--- src/rtl/muldiv_sequencer_pkg.sv ---
// Shared definitions for the M-extension sequencer: func3 encodings, FSM states, divider iteration count.
package muldiv_sequencer_pkg;

  localparam logic [2:0] F3_MUL    = 3'b000;
  localparam logic [2:0] F3_MULH   = 3'b001;
  localparam logic [2:0] F3_MULHSU = 3'b010;
  localparam logic [2:0] F3_MULHU  = 3'b011;
  localparam logic [2:0] F3_DIV    = 3'b100;
  localparam logic [2:0] F3_DIVU   = 3'b101;
  localparam logic [2:0] F3_REM    = 3'b110;
  localparam logic [2:0] F3_REMU   = 3'b111;

  localparam int DIV_ITERS  = 32;
  localparam int ITER_CNT_W = 6;
  localparam logic [ITER_CNT_W-1:0] LAST_ITER = ITER_CNT_W'(DIV_ITERS - 1);

  typedef enum logic [1:0] {
    IDLE,
    MUL,
    DIV,
    DONE
  } state_t;

  // DIV and REM are the signed divide ops (func3[0] clear).
  function automatic logic is_signed_div(input logic [1:0] f3_lo);
    return !f3_lo[0];
  endfunction

endpackage

--- src/rtl/muldiv_div_core.sv ---
// Restoring radix-2 divider on unsigned magnitudes: one quotient bit per step, 32 steps after init.
// quo_next/rem_next expose the step result so the caller can capture the final values on the last step.
module muldiv_div_core
  import muldiv_sequencer_pkg::*;
#(
  parameter int XLEN = 32
) (
  input  logic            clk,
  input  logic            rst,
  input  logic            init,
  input  logic            step,
  input  logic [XLEN-1:0] dividend,
  input  logic [XLEN-1:0] divisor,
  output logic            last,
  output logic [XLEN-1:0] quo_next,
  output logic [XLEN-1:0] rem_next
);

  logic [XLEN-1:0]       quo;
  logic [XLEN-1:0]       rem;
  logic [XLEN-1:0]       dvs;
  logic [ITER_CNT_W-1:0] cnt;
  logic [XLEN:0]         shifted;
  logic [XLEN:0]         diff;
  logic                  fits;

  // rem < divisor always holds, so the shifted partial remainder fits in XLEN+1 bits
  // and the top bit of the difference acts as the borrow.
  assign shifted  = {rem, quo[XLEN-1]};
  assign diff     = shifted - {1'b0, dvs};
  assign fits     = !diff[XLEN];
  assign rem_next = fits ? diff[XLEN-1:0] : shifted[XLEN-1:0];
  assign quo_next = {quo[XLEN-2:0], fits};
  assign last     = (cnt == LAST_ITER);

  always_ff @(posedge clk) begin
    if (rst) begin
      quo <= '0;
      rem <= '0;
      dvs <= '0;
      cnt <= '0;
    end else if (init) begin
      quo <= dividend;
      rem <= '0;
      dvs <= divisor;
      cnt <= '0;
    end else if (step) begin
      quo <= quo_next;
      rem <= rem_next;
      cnt <= cnt + 1'b1;
    end
  end

endmodule

--- src/rtl/muldiv_sequencer.sv ---
// RV32M multiply/divide sequencer: MUL ops done at t+2, DIV ops at t+33; stall_req holds IF/ID/EX until DONE.
// MULDIV_EARLY_OUT_EN: divide-by-zero and signed overflow bypass the divider and finish at t+1.
module muldiv_sequencer
  import muldiv_sequencer_pkg::*;
#(
  parameter int XLEN = 32
) (
  input  logic            clk,
  input  logic            rst,
  input  logic            start,
  input  logic [2:0]      func3,
  input  logic [XLEN-1:0] src1,
  input  logic [XLEN-1:0] src2,
  input  logic            flush,
  output logic            stall_req,
  output logic            busy,
  output logic            done,
  output logic [XLEN-1:0] result
);

  localparam logic [XLEN-1:0] MOST_NEG = {1'b1, {(XLEN-1){1'b0}}};

  function automatic logic div_special(input logic [1:0] op_lo, input logic [XLEN-1:0] a,
                                       input logic [XLEN-1:0] b);
    return (b == '0) || (is_signed_div(op_lo) && (a == MOST_NEG) && (b == '1));
  endfunction

  function automatic logic [XLEN-1:0] div_special_res(input logic [1:0] op_lo,
                                                      input logic [XLEN-1:0] a,
                                                      input logic [XLEN-1:0] b);
    if (b == '0) return op_lo[1] ? a : '1;
    return op_lo[1] ? '0 : MOST_NEG;
  endfunction

  state_t          state, state_next;
  logic [1:0]      op;
  logic [XLEN-1:0] opa, opb;
  logic            accept;
  logic            in_neg1, in_neg2, neg1, neg2;
  logic [XLEN-1:0] dividend_mag, divisor_mag;
  logic            div_last;
  logic [XLEN-1:0] quo_raw, rem_raw, quo_fix, rem_fix, div_res;
  logic [2*XLEN-1:0] a_ext, b_ext, prod;
  logic [XLEN-1:0] mul_res;

  assign accept = (state == IDLE) && start && !flush;

  // Magnitudes are taken from the live operands so the divider loads on the accept edge.
  assign in_neg1      = is_signed_div(func3[1:0]) && src1[XLEN-1];
  assign in_neg2      = is_signed_div(func3[1:0]) && src2[XLEN-1];
  assign dividend_mag = in_neg1 ? -src1 : src1;
  assign divisor_mag  = in_neg2 ? -src2 : src2;

  muldiv_div_core #(.XLEN(XLEN)) u_div_core (
    .clk      (clk),
    .rst      (rst),
    .init     (accept && func3[2]),
    .step     (state == DIV),
    .dividend (dividend_mag),
    .divisor  (divisor_mag),
    .last     (div_last),
    .quo_next (quo_raw),
    .rem_next (rem_raw)
  );

  assign neg1    = is_signed_div(op) && opa[XLEN-1];
  assign neg2    = is_signed_div(op) && opb[XLEN-1];
  assign quo_fix = (neg1 ^ neg2) ? -quo_raw : quo_raw;
  assign rem_fix = neg1 ? -rem_raw : rem_raw;
  assign div_res = div_special(op, opa, opb) ? div_special_res(op, opa, opb)
                                             : (op[1] ? rem_fix : quo_fix);

  // rs1 is signed for MUL/MULH/MULHSU, rs2 only for MULH; low product bits ignore signedness.
  assign a_ext   = {{XLEN{(op != 2'b11) && opa[XLEN-1]}}, opa};
  assign b_ext   = {{XLEN{(op == 2'b01) && opb[XLEN-1]}}, opb};
  assign prod    = a_ext * b_ext;
  assign mul_res = (op == 2'b00) ? prod[XLEN-1:0] : prod[2*XLEN-1:XLEN];

`ifdef MULDIV_EARLY_OUT_EN
  logic special_in;
  assign special_in = div_special(func3[1:0], src1, src2);
`endif

  always_ff @(posedge clk) begin
    if (rst) begin
      state <= IDLE;
      op    <= '0;
      opa   <= '0;
      opb   <= '0;
    end else begin
      state <= state_next;
      if (accept) begin
        op  <= func3[1:0];
        opa <= src1;
        opb <= src2;
      end
    end
  end

  // result only moves on the edge into DONE, so it holds steady everywhere else.
  always_ff @(posedge clk) begin
    if (rst) begin
      result <= '0;
    end else if (!flush) begin
      if (state == MUL) begin
        result <= mul_res;
      end else if ((state == DIV) && div_last) begin
        result <= div_res;
      end
`ifdef MULDIV_EARLY_OUT_EN
      else if (accept && func3[2] && special_in) begin
        result <= div_special_res(func3[1:0], src1, src2);
      end
`endif
    end
  end

  always_comb begin
    state_next = state;
    busy       = 1'b0;
    done       = 1'b0;
    stall_req  = 1'b0;
    case (state)
      IDLE: begin
        stall_req = start && !flush;
        if (start) begin
          if (!func3[2]) begin
            state_next = MUL;
          end
`ifdef MULDIV_EARLY_OUT_EN
          else if (special_in) begin
            state_next = DONE;
          end
`endif
          else begin
            state_next = DIV;
          end
        end
      end
      MUL: begin
        busy       = 1'b1;
        stall_req  = 1'b1;
        state_next = DONE;
      end
      DIV: begin
        busy      = 1'b1;
        stall_req = 1'b1;
        if (div_last) state_next = DONE;
      end
      DONE: begin
        done       = !flush;
        state_next = IDLE;
      end
      default: state_next = IDLE;
    endcase
    if (flush) state_next = IDLE;
  end

endmodule

--- config.mk ---
export PLATFORM = sky130hd
export DESIGN_NAME = muldiv_sequencer
export DESIGN_NICKNAME = d
export VERILOG_FILES = /design/src/rtl/muldiv_sequencer_pkg.sv /design/src/rtl/muldiv_div_core.sv /design/src/rtl/muldiv_sequencer.sv
export SDC_FILE = /design/constraint.sdc
export NUM_CORES = 2
export LEC_CHECK = 0
export ABC_AREA = 0
export CORE_ASPECT_RATIO = 2
export CORE_MARGIN = 2
export CORE_UTILIZATION = 45
export CTS_BUF_LIST = sky130_fd_sc_hd__clkbuf_4 sky130_fd_sc_hd__clkbuf_8
export CTS_CLUSTER_SIZE = 25
export DETAILED_ROUTE_END_ITERATION = 8
export PLACE_DENSITY = 0.59
export SYNTH_ARGS = -nofsm -noshare
export SYNTH_HDL_FRONTEND = slang
export SYNTH_SLANG_ARGS = --single-unit
--- constraint.sdc ---
create_clock -name clk -period 25.7 [get_ports clk]
set_input_delay 5.14 -clock clk [delete_from_list [all_inputs] [get_ports clk]]
set_output_delay 5.14 -clock clk [all_outputs]
set_load 0.02 [all_outputs]
==> out/metrics.yaml <==
max_slew.worst_pin.slew_ps: 1210
clk_pin_slew_worst_paths_ps: 90
grt_max_degree: 77
crit_path_start_kind: "primary input"
io_pins: 106
antenna_found_initial: 23
globalRouteMet2Util: 0.6350
status: "finished clean"
synth_seq_cells: 202
grt_most_used_layer: "met2"
ys.flop_type: "dfxtp_1"
synth_fp_nets: 7722
nFillCells: 11460
r2r_slack_ps: 15510
gp_congestion: 1.014
finalSetupViolations: 0
hold_path.class: "reg2reg"
crit_required_ps: 20560
irDropWorstVdd_uv: 51.60
rsz0062_at_grt: "false"
fp.dieH_um: 488.2
grt_pass1_vias: 49090
initial_utilization: 0.4536
io_buffers: 105
drt_iter0_markers: 3192
cp-end-kind: "primary output"
cts_resized: 0
skew_ps: 30.76
dpl.hpwl_um: 157200
h-tree-depth: 1
area_delta_synth_final_pct: 5.665
slew_violations: 0
die_w_um: 246.1
post-route-period-util: 0.4946
avgSynthCellArea_um2: 8.410
grt_first_pass_wirelength_um: 312500
dp_cells: 7598
drc: 0
final_area_um2: 55730
rows: 177
routedWlPerCell_um: 27.50
syn_inst: 6271
arrival_ps: 7570
hold_viol_final: 0
detail-route-antenna-nets: 0
timing.final.ws_setup_ps: 12990
cts_root_buf: "clkbuf_8"
maxCapViolCount: 0
yosysWarnings: 0
placed_area_um2: 54990
grt.met3_usage: 0.07249
core_um2: 116300
synth_cell_type_count: 98
fin_cells: 7667
async_flop_share: 0
numCtsBuffers: 27
cts_tree: "done"
path_class: "in2out"
dp_worst_setup_slack_ps: 13020
cts_sinks: 202
grt_overflow: 0
post-route-util: 0.4793
worst_hold_slack_ps: 466.5
leakage_nw: 24.79
dieArea_um2: 120100
ys_seq_area_frac: 0.07667
dr.pass1.iters: 8
critical_path.max_fanout: 69
tns_ps: 0
clk_latency_ps: 670
drive_above_1_share: 0.04179
routed_wl_um: 210800
final_nets: 7557
grt.total_usage: 0.3611
max_freq_ghz: 0.07867
cts_setup_buffers: 0
power.density_nw_per_um2: 30.61
vias_per_cell: 5.915
slew_headroom: 0.1834
clk_path_buf_depth: 3
grt.met1_usage: 0.3404
vias: 45350
syn_area_um2: 52740
cts_hold_buf: 0
period_minus_slack_ps: 12710
synth-edff-count: 0
power_mw: 1.706
==> layer usage <==
metal,share of wire,routed length (um),vias up
met4,0.12,25520,8
met2,0.51,107400,2329
li1,-,-,18870
met1,0.30,63110,23050
met5,0.00027,57,-
met3,0.070,14730,1103
==> cells in the final DEF, fill, tap and decap left out, types with 25 or more instances in the layout <==
cell type / instances
inv_1: 1263
fa_1: 1126
nand2_1: 1061
and2_1: 288
nor2_1: 279
ha_1: 253
a21oi_1: 252
dfxtp_1: 162
o21ai_0: 131
xnor2_1: 107
a211oi_1: 107
buf_4: 106
clkdlybuf4s50_1: 104
xor2_1: 80
mux2i_1: 67
nand3_1: 45
nor4_1: 43
nor3_1: 42
dfxtp_2: 40
a21o_1: 36
and3_1: 35
o21a_1: 32
nand4_1: 30
clkbuf_8: 29
a31oi_1: 28
nand2b_1: 27
o31ai_1: 25
==> state kept, by name (all words and copies together), names as in the netlist <==
signal	count
op	2
opa	32
u_div_core.quo	32
state	2
opb	32
u_div_core.cnt	6
u_div_core.rem	32
u_div_core.dvs	32
result	32
==> worst max-delay path: stages <==
cell	delay (ps)
clkdlybuf4s50_1	690
nor2_4	190
buf_4	720
nor2_1	80
nor2_1	130
clkdlybuf4s50_1	610
==> cell type report <==
type                            instances  area (um^2)  share of cell area
Multi-Input combinational cell       4400        42410              0.7611
Inverter                             1265         4748             0.08520
Sequential cell                       202         4094             0.07346
Tap cell                             1521         1903             0.03415
Timing Repair Buffer                  210         1837             0.03296
Clock buffer                           32        421.7            0.007566
Clock inverter                         17        261.5            0.004692
Antenna cell                           20        50.05           0.0008981
==> power by group <==
part / internal [mW] / switching [mW] / leakage [nW]
logic: 0.312 / 0.699 / 22.8
clock network: 0.172 / 0.163 / 0.340
registers: 0.330 / 0.0289 / 1.66
total: 0.815 / 0.891 / 24.8
==> cells in the mapped netlist (13+ instances only) <==
| cell | instances | area, um^2 |
|---|---|---|
| nand4_1 | 30 | 187.7 |
| o211ai_1 | 19 | 142.6 |
| fa_1 | 1126 | 22540 |
| o31ai_1 | 25 | 187.7 |
| a211oi_1 | 107 | 803.3 |
| nand3_1 | 45 | 225.2 |
| nor2b_1 | 21 | 131.4 |
| a21oi_1 | 252 | 1261 |
| and2_1 | 289 | 1808 |
| o21ai_0 | 131 | 655.6 |
| or3_1 | 21 | 131.4 |
| o21bai_1 | 14 | 105.1 |
| dfxtp_1 | 202 | 4044 |
| and3_1 | 35 | 219.0 |
| nand2b_1 | 27 | 168.9 |
| or2_2 | 16 | 100.1 |
| nor3_1 | 43 | 215.2 |
| a311oi_1 | 14 | 122.6 |
| nor4_1 | 43 | 269.0 |
| ha_1 | 254 | 3178 |
| o21a_1 | 32 | 240.2 |
| xnor2_1 | 107 | 937.2 |
| buf_2 | 13 | 65.06 |
| mux2i_1 | 67 | 670.6 |
| nand2_1 | 1062 | 3986 |
| a31oi_1 | 28 | 175.2 |
| clkbuf_1 | 375 | 1408 |
| a21o_1 | 36 | 270.3 |
| nor2_1 | 281 | 1055 |
| xor2_1 | 80 | 700.7 |
| inv_1 | 1263 | 4741 |
==> logic make-up after synthesis <==
kind of cell,Yosys count,share of synthesized area
AO/OA/AOI/OAI,802,0.1018
adder cells (fa/ha/maj),1380,0.4877
multiplexers,74,0.01421
AND/OR/NAND/NOR,1957,0.1688
XOR/XNOR,187,0.03105
flip-flops,202,0.07667
buffers and inverters,1669,0.1197
==> final timing paths <==
| path | start | endpoint | depth (start not counted) |
|---|---|---|---|
| max | flush | stall_req | 6 |
| min | u_div_core.dvs[31]$_SDFFE_PP0P_ | u_div_core.dvs[31]$_SDFFE_PP0P_ | 2 |
| min reg2reg | u_div_core.dvs[31]$_SDFFE_PP0P_ | u_div_core.dvs[31]$_SDFFE_PP0P_ | 2 |
| max reg2reg | opa[31]$_SDFFE_PP0P_ | result[30]$_SDFFE_PP0P_ | 30 |
Note: power is estimated with default switching activity, not from simulation.
